## config.mk

```make
export PLATFORM = sky130hd
export DESIGN_NAME = wb_cmd_master
export DESIGN_NICKNAME = d
export VERILOG_FILES = /design/src/rtl/wb_cmd_master_pkg.sv /design/src/rtl/wb_cmd_master.sv
export SDC_FILE = /design/constraint.sdc
export NUM_CORES = 1
export LEC_CHECK = 0
export ABC_CLOCK_PERIOD_IN_PS = 6450
export BUFFER_PORTS_ARGS = -buffer_cell sky130_fd_sc_hd__buf_2
export CAP_MARGIN = 0
export CORE_ASPECT_RATIO = 0.9
export CORE_UTILIZATION = 58
export CTS_CLUSTER_SIZE = 16
export DETAILED_ROUTE_END_ITERATION = 12
export PLACE_DENSITY = 0.86
export SETUP_SLACK_MARGIN = 0.02
export SYNTH_ARGS = -nofsm -noshare
export SYNTH_HDL_FRONTEND = slang
export SYNTH_SLANG_ARGS = --single-unit
```

## constraint.sdc

```tcl
create_clock -name clk -period 6.45 [get_ports clk]
set_clock_uncertainty 0.2 [all_clocks]
set_input_delay 1.29 -clock clk [delete_from_list [all_inputs] [get_ports clk]]
set_output_delay 1.29 -clock clk [all_outputs]
set_load 0.005 [all_outputs]
```

## src/rtl/wb_cmd_master_pkg.sv

```systemverilog
// Shared constants for the serial-command wishbone initiator: bus widths used by
// the dispatcher, response status codes and the command FSM state encoding.
package wb_cmd_master_pkg;

  localparam int ADR_W = 7;
  localparam int DAT_W = 32;

  localparam logic [7:0] ST_OK      = 8'hA5;
  localparam logic [7:0] ST_TIMEOUT = 8'hE1;

  // Index of the final write-data byte, and the number of read-data bytes sent back.
  localparam logic [2:0] LAST_WBYTE = 3'd3;
  localparam logic [2:0] WORD_BYTES = 3'd4;

  typedef enum logic [1:0] {
    S_IDLE  = 2'd0,
    S_WDATA = 2'd1,
    S_BUS   = 2'd2,
    S_RESP  = 2'd3
  } state_e;

  // Status byte reported for a finished bus cycle.
  function automatic logic [7:0] status_byte(input logic acked);
    return acked ? ST_OK : ST_TIMEOUT;
  endfunction

endpackage

```

## src/rtl/wb_cmd_master.sv

```systemverilog
// Byte-stream command parser driving one single-beat wishbone cycle per command,
// then streaming a status byte (plus read data) back to the serial transmitter.
// One 32-bit shift register assembles write data and serializes read data.
module wb_cmd_master
  import wb_cmd_master_pkg::*;
#(
  parameter int unsigned TIMEOUT = 255
) (
  input  logic             clk,
  input  logic             rst,
  input  logic             rx_valid,
  input  logic [7:0]       rx_data,
  output logic             rx_ready,
  input  logic             rx_abort,
  output logic             tx_valid,
  output logic [7:0]       tx_data,
  input  logic             tx_ready,
  output logic             wb_stb_o,
  output logic             wb_cyc_o,
  output logic             wb_we_o,
  output logic [ADR_W-1:0] wb_adr_o,
  output logic [DAT_W-1:0] wb_dat_o,
  input  logic [DAT_W-1:0] wb_dat_i,
  input  logic             wb_ack_i
);

  localparam logic [15:0] TMO_LIMIT = 16'(TIMEOUT);

  state_e             state_q, state_d;
  logic               rx_ready_q, rx_ready_d;
  logic               tx_valid_q, tx_valid_d;
  logic [7:0]         tx_data_q, tx_data_d;
  logic               stb_q, stb_d;
  logic               we_q, we_d;
  logic [ADR_W-1:0]   adr_q, adr_d;
  logic [DAT_W-1:0]   shift_q, shift_d;
  logic [2:0]         cnt_q, cnt_d;
  logic [15:0]        tmo_q, tmo_d;
  logic               drop_rsp_q, drop_rsp_d;

  logic rx_fire, tx_fire, ack_hit, tmo_hit, bus_done, rsp_en;

  // An abort always wins over a byte offered in the same cycle.
  assign rx_fire  = rx_valid && rx_ready_q && !rx_abort;
  assign tx_fire  = tx_valid_q && tx_ready;
  assign ack_hit  = stb_q && wb_ack_i;
  assign tmo_hit  = stb_q && !wb_ack_i && ((tmo_q + 16'd1) == TMO_LIMIT);
  assign bus_done = ack_hit || tmo_hit;
  // Response is suppressed if an abort arrived at any point during the bus cycle.
  assign rsp_en   = !(drop_rsp_q || rx_abort);

  // State and datapath registers; async reset drops stb/cyc immediately.
  always_ff @(posedge clk or negedge rst) begin
    if (!rst) begin
      state_q    <= S_IDLE;
      rx_ready_q <= 1'b0;
      tx_valid_q <= 1'b0;
      tx_data_q  <= '0;
      stb_q      <= 1'b0;
      we_q       <= 1'b0;
      adr_q      <= '0;
      shift_q    <= '0;
      cnt_q      <= '0;
      tmo_q      <= '0;
      drop_rsp_q <= 1'b0;
    end else begin
      // NOTE: non-blocking assignments so every register samples pre-edge values.
      state_q    <= state_d;
      rx_ready_q <= rx_ready_d;
      tx_valid_q <= tx_valid_d;
      tx_data_q  <= tx_data_d;
      stb_q      <= stb_d;
      we_q       <= we_d;
      adr_q      <= adr_d;
      shift_q    <= shift_d;
      cnt_q      <= cnt_d;
      tmo_q      <= tmo_d;
      drop_rsp_q <= drop_rsp_d;
    end
  end

  // Next-state logic for the command FSM.
  always_comb begin
    // NOTE: defaults first so no path through the case infers a latch.
    state_d = state_q;
    unique case (state_q)
      S_IDLE: begin
        if (rx_fire) state_d = rx_data[7] ? S_WDATA : S_BUS;
      end
      S_WDATA: begin
        if (rx_abort)                            state_d = S_IDLE;
        else if (rx_fire && cnt_q == LAST_WBYTE) state_d = S_BUS;
      end
      S_BUS: begin
        if (bus_done) state_d = rsp_en ? S_RESP : S_IDLE;
      end
      S_RESP: begin
        if (rx_abort)                   state_d = S_IDLE;
        else if (tx_fire && cnt_q == '0) state_d = S_IDLE;
      end
      default: state_d = S_IDLE;
    endcase
  end

  // Next values of the registered outputs, byte counter and shift register.
  always_comb begin
    rx_ready_d = (state_d == S_IDLE) || (state_d == S_WDATA);
    tx_valid_d = tx_valid_q;
    tx_data_d  = tx_data_q;
    stb_d      = stb_q;
    we_d       = we_q;
    adr_d      = adr_q;
    shift_d    = shift_q;
    cnt_d      = cnt_q;
    tmo_d      = tmo_q;
    drop_rsp_d = drop_rsp_q;
    unique case (state_q)
      S_IDLE: begin
        tx_valid_d = 1'b0;
        if (rx_fire) begin
          we_d  = rx_data[7];
          adr_d = rx_data[ADR_W-1:0];
          cnt_d = '0;
          if (!rx_data[7]) begin
            stb_d      = 1'b1;
            tmo_d      = '0;
            drop_rsp_d = 1'b0;
          end
        end
      end
      S_WDATA: begin
        if (rx_abort) begin
          cnt_d = '0;
        end else if (rx_fire) begin
          shift_d = {shift_q[DAT_W-9:0], rx_data};
          cnt_d   = cnt_q + 3'd1;
          if (cnt_q == LAST_WBYTE) begin
            stb_d      = 1'b1;
            tmo_d      = '0;
            drop_rsp_d = 1'b0;
          end
        end
      end
      S_BUS: begin
        if (rx_abort) drop_rsp_d = 1'b1;
        if (ack_hit) begin
          stb_d = 1'b0;
          if (!we_q) shift_d = wb_dat_i;
        end else if (tmo_hit) begin
          stb_d = 1'b0;
        end else begin
          tmo_d = tmo_q + 16'd1;
        end
        if (bus_done) begin
          if (rsp_en) begin
            tx_valid_d = 1'b1;
            tx_data_d  = status_byte(ack_hit);
            cnt_d      = (ack_hit && !we_q) ? WORD_BYTES : 3'd0;
          end else begin
            cnt_d = '0;
          end
        end
      end
      S_RESP: begin
        if (rx_abort) begin
          tx_valid_d = 1'b0;
          cnt_d      = '0;
        end else if (tx_fire) begin
          if (cnt_q == '0) begin
            tx_valid_d = 1'b0;
          end else begin
            tx_data_d = shift_q[DAT_W-1:DAT_W-8];
            shift_d   = {shift_q[DAT_W-9:0], 8'h00};
            cnt_d     = cnt_q - 3'd1;
          end
        end
      end
      default: ;
    endcase
  end

  assign rx_ready = rx_ready_q;
  assign tx_valid = tx_valid_q;
  assign tx_data  = tx_data_q;
  assign wb_stb_o = stb_q;
  assign wb_cyc_o = stb_q;
  assign wb_we_o  = we_q;
  assign wb_adr_o = adr_q;
  assign wb_dat_o = shift_q;

endmodule

```

==> out/summary.txt, run 1 <==
status -> complete, no violations
sequential share of the synthesized area -> 46.4%
post-synthesis xor/xnor area fraction -> 1.78%
Synth top area share -> 46.4%
count leader, synth -> dfrtp_1
CTS root buffer -> clkbuf_8
DRT antenna net count -> 0
Final setup viols -> 0
Starting Density -> 60.1%
Sequential Power Share -> 50.5%
post-synthesis cell type count -> 53
Simple-Gate Fraction of Synth Area -> 19.6%
dpl ws -> 2.78 ns
VDD IR max -> 0.000143 V
Hold Path Class -> flop to flop
number of synthesized flops with an enable pin -> 0
Adder-Cell Fraction of Synth Area -> 1.91%
cts bufs inserted -> 9
share of layout cells above drive strength 1 -> 26.9%
RSZ-0062 raised after global routing -> false
Worst Path Buf+Inv -> 1
ranking of synthesized cells by area -> dfrtp_1, mux2i_1, nand2_1
Power Density -> 194 nW/um2
total gr overflow -> 0
worst-path fanout max -> 24
DRC Markers -> 0
Die Ht -> 80.2 um
final hold viol count -> 0
Resized cells post-CTS -> 0
DR pass1 iterations -> 7
fin nets -> 552
combinational power share -> 3.9%
H-tree levels -> 3
Clk pwr share -> 45.6%
main combinational cell family by area after synthesis -> simple AND/OR/NAND/NOR gates
Area Growth Syn to Fin -> 18.9%
ys flop type -> dfrtp_1
clock latency on the worst-skew pair -> 0.36 ns
synthesized instance count -> 415
Die Wd -> 88.8 um
routed metal-1 wire length -> 4270 um
Setup crit end kind -> flop
Achievable Freq -> 0.294 GHz
max-cap viol count -> 0
RePlAce Congestion -> 0.904
flops & latches, synth -> 73
worst slew pin tran -> 0.923 ns
clock sink count -> 73
area of the die -> 7120 um2
Cell Area, Synth -> 3940 um2
synthesized net count -> 467
Slew headroom -> 38.5%
initial antenna violation count -> 0
vias -> 3,593
Core Rows -> 28
TNS Setup -> 0 ns
WP data required -> 6.48 ns
Worst-path clk slew -> 0.08 ns
Synth top cells by count -> dfrtp_1, nand2_1, o21ai_0
Switching Fraction -> 22.5%
first-pass GRT wire length -> 15,600 um
largest net degree at the start of global routing -> 74
final wirelength -> 9810 um
worst setup margin -> 3.05 ns
Slew Viols, Final -> 0
routed wl met2 -> 4510 um
DR iter-0 viols -> 421
vias in the first global route -> 3,192
critical-path cell list -> buf_2 > nand3b_1 > nor4_1 > o2111ai_2 > o21ai_4 > nor2_1 > or4_1
P_sw -> 204 uW
synth warn -> 0
clk buf depth -> 2
GRT Util Overall -> 29.2%
Crit path max-delay family -> simple AND/OR/NAND/NOR gates
num ports -> 98
Synth Area in Compound Gates -> 15.9%
highest routed layer -> met4
Setup Crit Path Kind -> input pin to flop
multi-input logic area -> 1960 um2
mux contribution to synthesized area -> 10.3%
fin crit share -> 52.7%
slowest cell delay on critical path -> 0.55 ns
CP Data Arrival Time -> 3.42 ns
CP max-delay cell -> o21ai_4
leakage power -> 2.49 nW
HPWL Detailed -> 6770 um
hold buffer count at cts -> 0
via/cell ratio -> 6.04
Sequential Area -> 1830 um2
DR WL/cell -> 16.5 um
Diodes inserted -> 0
Core ar. -> 6550 um2
WL met3 -> 844 um
Post-DP Area -> 4450 um2
post-CTS setup buffers -> 0
total internal power -> 704 uW
ys async rst share -> 100%
min Tclk post-route -> 3.40 ns
Final Instance Area -> 4680 um2
largest area contributor in the netlist -> dfrtp_1
port bufs -> 97
CP startpoint kind -> input pin
CTS tree -> yes
Fillers -> 489
syn_area_per_cell -> 9.49 um2
-- state kept, by name, indices dropped and copies added, names as in the netlist --
signal and flops:
cnt_q 3, wb_dat_o 32, wb_cyc_o 1, tx_valid 1, drop_rsp_q 1, wb_we_o 1, tmo_q 16, state_q 2
tx_data 8, wb_adr_o 7, rx_ready 1
-- logic make-up (layout without fill, tap and decap cells) --
| group | after synthesis | count (layout) |
|---|---|---|
| and+or+nand+nor | 154 | 154 |
| AOI/OAI and AO/OA | 98 | 98 |
| DFF | 73 | 73 |
| muxes | 39 | 39 |
| buffers and inverters | 37 | 127 |
| xor gates and xnor gates | 8 | 8 |
| adders and majority gates | 6 | 6 |
-- layout by cell type, fill, tap and decap left out, types with 11 or more instances in the layout --
cell / count
buf_2: 97
dfrtp_1: 73
mux2i_1: 28
nor2_1: 19
o21ai_0: 42
inv_1: 11
nand3_1: 19
nand2_1: 60
a21oi_1: 17
-- power groups by stage --
stage               Sequential, mW  Combinational [mW]  Clock [mW]
finish                       0.458              0.0353       0.414
global route                 0.458              0.0402       0.438
CTS                          0.458              0.0360       0.416
detailed placement           0.467              0.0356           0
global placement             0.467              0.0342           0
floorplan                    0.467             0.00930           0
-- worst register-to-register path: cells and delay by family (launching register included) --
kind / cells / cell delay [ns]
flops: 1 / 0.44
simple gates: 4 / 1.06
compound gates: 3 / 1.12
fa+ha+maj: 1 / 0.30
-- metrics by stage --
stage	util, %	power, mW	hold slack (ns)	std cells
2_1_floorplan	-	0.477	0.286	415
3_3_place_gp	68.0	0.502	0.275	579
3_5_place_dp	68.0	0.503	0.283	579
4_1_cts	71.4	0.910	0.304	595
5_1_grt	71.4	0.937	0.316	595
6_report	71.4	0.908	0.298	595
-- layer usage --
metal	track usage (%)	vias up
met5	0	-
met4	8.06	0
met3	8.12	26
met2	44.6	198
met1	40.8	1695
li1	-	1674
-- area by class of cell --
type                    instances  share of cell area [%]
clock buffers                  10                    2.94
clock inverters                 6                    1.93
inverters                      11                   0.882
multi-input cells             305                    42.0
flip-flops and latches         73                    39.0
well taps                      90                    2.41
repair buffers                100                    10.9
-- final timing paths --
check / from / to / slack [ns] / cells after the start
worst max-delay path: wb_ack_i / state_q[1] / 3.05 / 7
worst min-delay path: tx_data[4] / tx_data[4] / 0.30 / 1
worst max register to register: tmo_q[1] / state_q[1] / 3.21 / 8
worst min register to register: tx_data[4] / tx_data[4] / 0.30 / 1
max in group asynchronous: rst / tx_data[0] / 4.49 / 2
min in group asynchronous: rst / wb_dat_o[27] / 0.93 / 2
Note: power is estimated with default switching activity, not from simulation.
==> run 2: changes to the inputs <==
- ABC_AREA: unset -> 1
- ABC_CLOCK_PERIOD_IN_PS: 6450 -> 2800
- CORE_UTILIZATION: 58 -> 49
- PLACE_DENSITY: 0.86 -> 0.77
- clock period: 6.45 -> 2.8 ns (I/O delays scaled with it)
==> run 2 against run 1 <==
Clock-buffer cell count rose by 2. Final cell count increased by 23%. Critical path depth rose by 5. Sequential cell count is the same. Setup slack got worse by 2.7 ns. Synthesized cell count increased by 29%. Synthesized area up 1.9%. Largest cell class is now flip-flops and latches. Highest routed layer unchanged.
==> out/summary.txt, run 2 <==
clock sink count -> 73
clk buf depth -> 2
DRC Markers -> 0
Achievable Freq -> 0.405 GHz
leakage power -> 2.52 nW
Reg2Reg Launch Point -> tmo_q[1]
Reg2Reg Setup Slack -> 0.33 ns
num ports -> 98
H-tree levels -> 3
syn_area_per_cell -> 7.51 um2
synthesized net count -> 586
status -> complete, no violations
Hold Path Class -> input pin to async pin
first-pass GRT wire length -> 16,400 um
area of the die -> 8550 um2
ranking of synthesized cells by area -> dfrtp_1, nand2_1, inv_1
DR iter-0 viols -> 210
Core ar. -> 7730 um2
port bufs -> 97
Die Ht -> 87.8 um
CP startpoint kind -> flop
RSZ-0062 raised after global routing -> false
initial antenna violation count -> 0
number of synthesized flops with an enable pin -> 0
Tot Pwr -> 4.96 mW
Slew Viols, Final -> 0
Final setup viols -> 0
RePlAce Congestion -> 0.944
Setup Crit Path Kind -> flop to flop
fin crit share -> 88.2%
VDD IR max -> 0.000558 V
Sequential Area -> 1830 um2
DRT antenna net count -> 0
dpl ws -> 0.385 ns
most frequent cells in the layout -> nand2_1, buf_2, inv_1, dfrtp_1, o21ai_0
flops & latches, synth -> 73
Hold WS -> 0.00624 ns
hold buffer count at cts -> 0
most common cell after layout, fill and taps aside -> nand2_1
post-synthesis cell type count -> 29
Worst-path clk slew -> 0.07 ns
Area Growth Syn to Fin -> 21.7%
Final Instance Area -> 4880 um2
ys async rst share -> 100%
DR WL/cell -> 13.3 um
Slew headroom -> 71.5%
cts bufs inserted -> 9
DR pass1 iterations -> 5
largest area contributor in the netlist -> dfrtp_1
Diodes inserted -> 0
Fillers -> 689
Cell Area, Synth -> 4010 um2
final hold viol count -> 0
GRT Util Overall -> 24.2%
worst setup margin -> 0.330 ns
ys flop type -> dfrtp_1
reg2reg path depth -> 12
synthesized instance count -> 534
HPWL Detailed -> 7310 um
post-CTS setup buffers -> 0
worst-path fanout max -> 8
Setup crit end kind -> flop
largest net degree at the start of global routing -> 74
Core Rows -> 30
r2r endpoint -> tx_data[6]
max-cap viol count -> 0
vias -> 3,808
Largest register FFs -> 32
CTS tree -> yes
vias in the first global route -> 3,515
CP Data Arrival Time -> 2.51 ns
synth warn -> 0
multi-input logic area -> 1780 um2
total gr overflow -> 0
Post-DP Area -> 4630 um2
via/cell ratio -> 5.19
Resized cells post-CTS -> 0
min Tclk post-route -> 2.47 ns
Die Wd -> 97.4 um
TNS Setup -> 0 ns
Synth top cells by count -> nand2_1, inv_1, dfrtp_1
Starting Density -> 51.9%
CTS root buffer -> clkbuf_8
fin nets -> 685
count leader, synth -> nand2_1
sequential share of the synthesized area -> 45.6%
WP data required -> 2.84 ns
share of layout cells above drive strength 1 -> 21.8%
final wirelength -> 9750 um
worst slew pin tran -> 0.427 ns
Power Density -> 1020 nW/um2
clock latency on the worst-skew pair -> 0.35 ns
Synth top area share -> 45.6%
run 2: routing by layer:
metal	part of all wire, %	global-route usage [%]	vias to the layer above
met5	0	0	-
met4	1.9	7.89	0
met3	4.8	6.38	18
met2	47	38.3	96
met1	47	32.6	1775
li1	-	-	1919
run 2: worst max-delay path by stage:
stage / from / end / slack [ns] / cells past startpoint
4_1_cts: tmo_q[1] / tx_data[6] / 0.35 / 12
3_3_place_gp: rx_abort / tmo_q[0] / 0.48 / 11
3_5_place_dp: tmo_q[1] / tx_data[6] / 0.39 / 12
5_1_grt: tmo_q[1] / tx_data[7] / 0.06 / 12
6_report: tmo_q[1] / tx_data[6] / 0.33 / 12
2_1_floorplan: tmo_q[1] / tmo_q[15] / 0.68 / 14
run 2: worst max-delay path, stage by stage (launching register included):
cell	delay, ns
dfrtp_1	0.42
ha_1	0.22
nand3_2	0.14
nor2_4	0.18
nand2_1	0.09
nand2_1	0.07
nand3_1	0.07
nor2_1	0.17
nand3_2	0.12
nand3_1	0.19
nand3_1	0.28
nand2_1	0.15
nand2_1	0.06
run 2: cells by family (layout without fill, tap and decap cells):
group	after synthesis	count (layout)	synth area share, %
adders and majority gates	6	6	1.87
xor gates and xnor gates	2	2	0.437
and+or+nand+nor	241	241	25.6
buffers and inverters	101	205	10.2
DFF	73	73	45.6
AOI/OAI and AO/OA	111	111	16.4
run 2: per-stage QoR:
stage / utilization, % / cells
finish: 63.1 / 734
global route: 63.1 / 734
floorplan: - / 534
global placement: 59.8 / 718
CTS: 63.1 / 734
detailed placement: 59.8 / 718
run 2: final cells by class:
class,count,area share (%)
Sequential cell,73,37.4
Timing Repair Buffer,108,12.2
Tap cell,96,2.46
Clock inverter,4,2.03
Multi-Input combinational cell,360,36.5
Clock buffer,12,3.18
Inverter,81,6.23
run 2: power by group:
| group | internal (mW) | switching [mW] | total, mW |
|---|---|---|---|
| Clock | 0.643 | 0.386 | 1.03 |
| Combinational | 0.832 | 1.42 | 2.25 |
| Sequential | 1.44 | 0.240 | 1.69 |
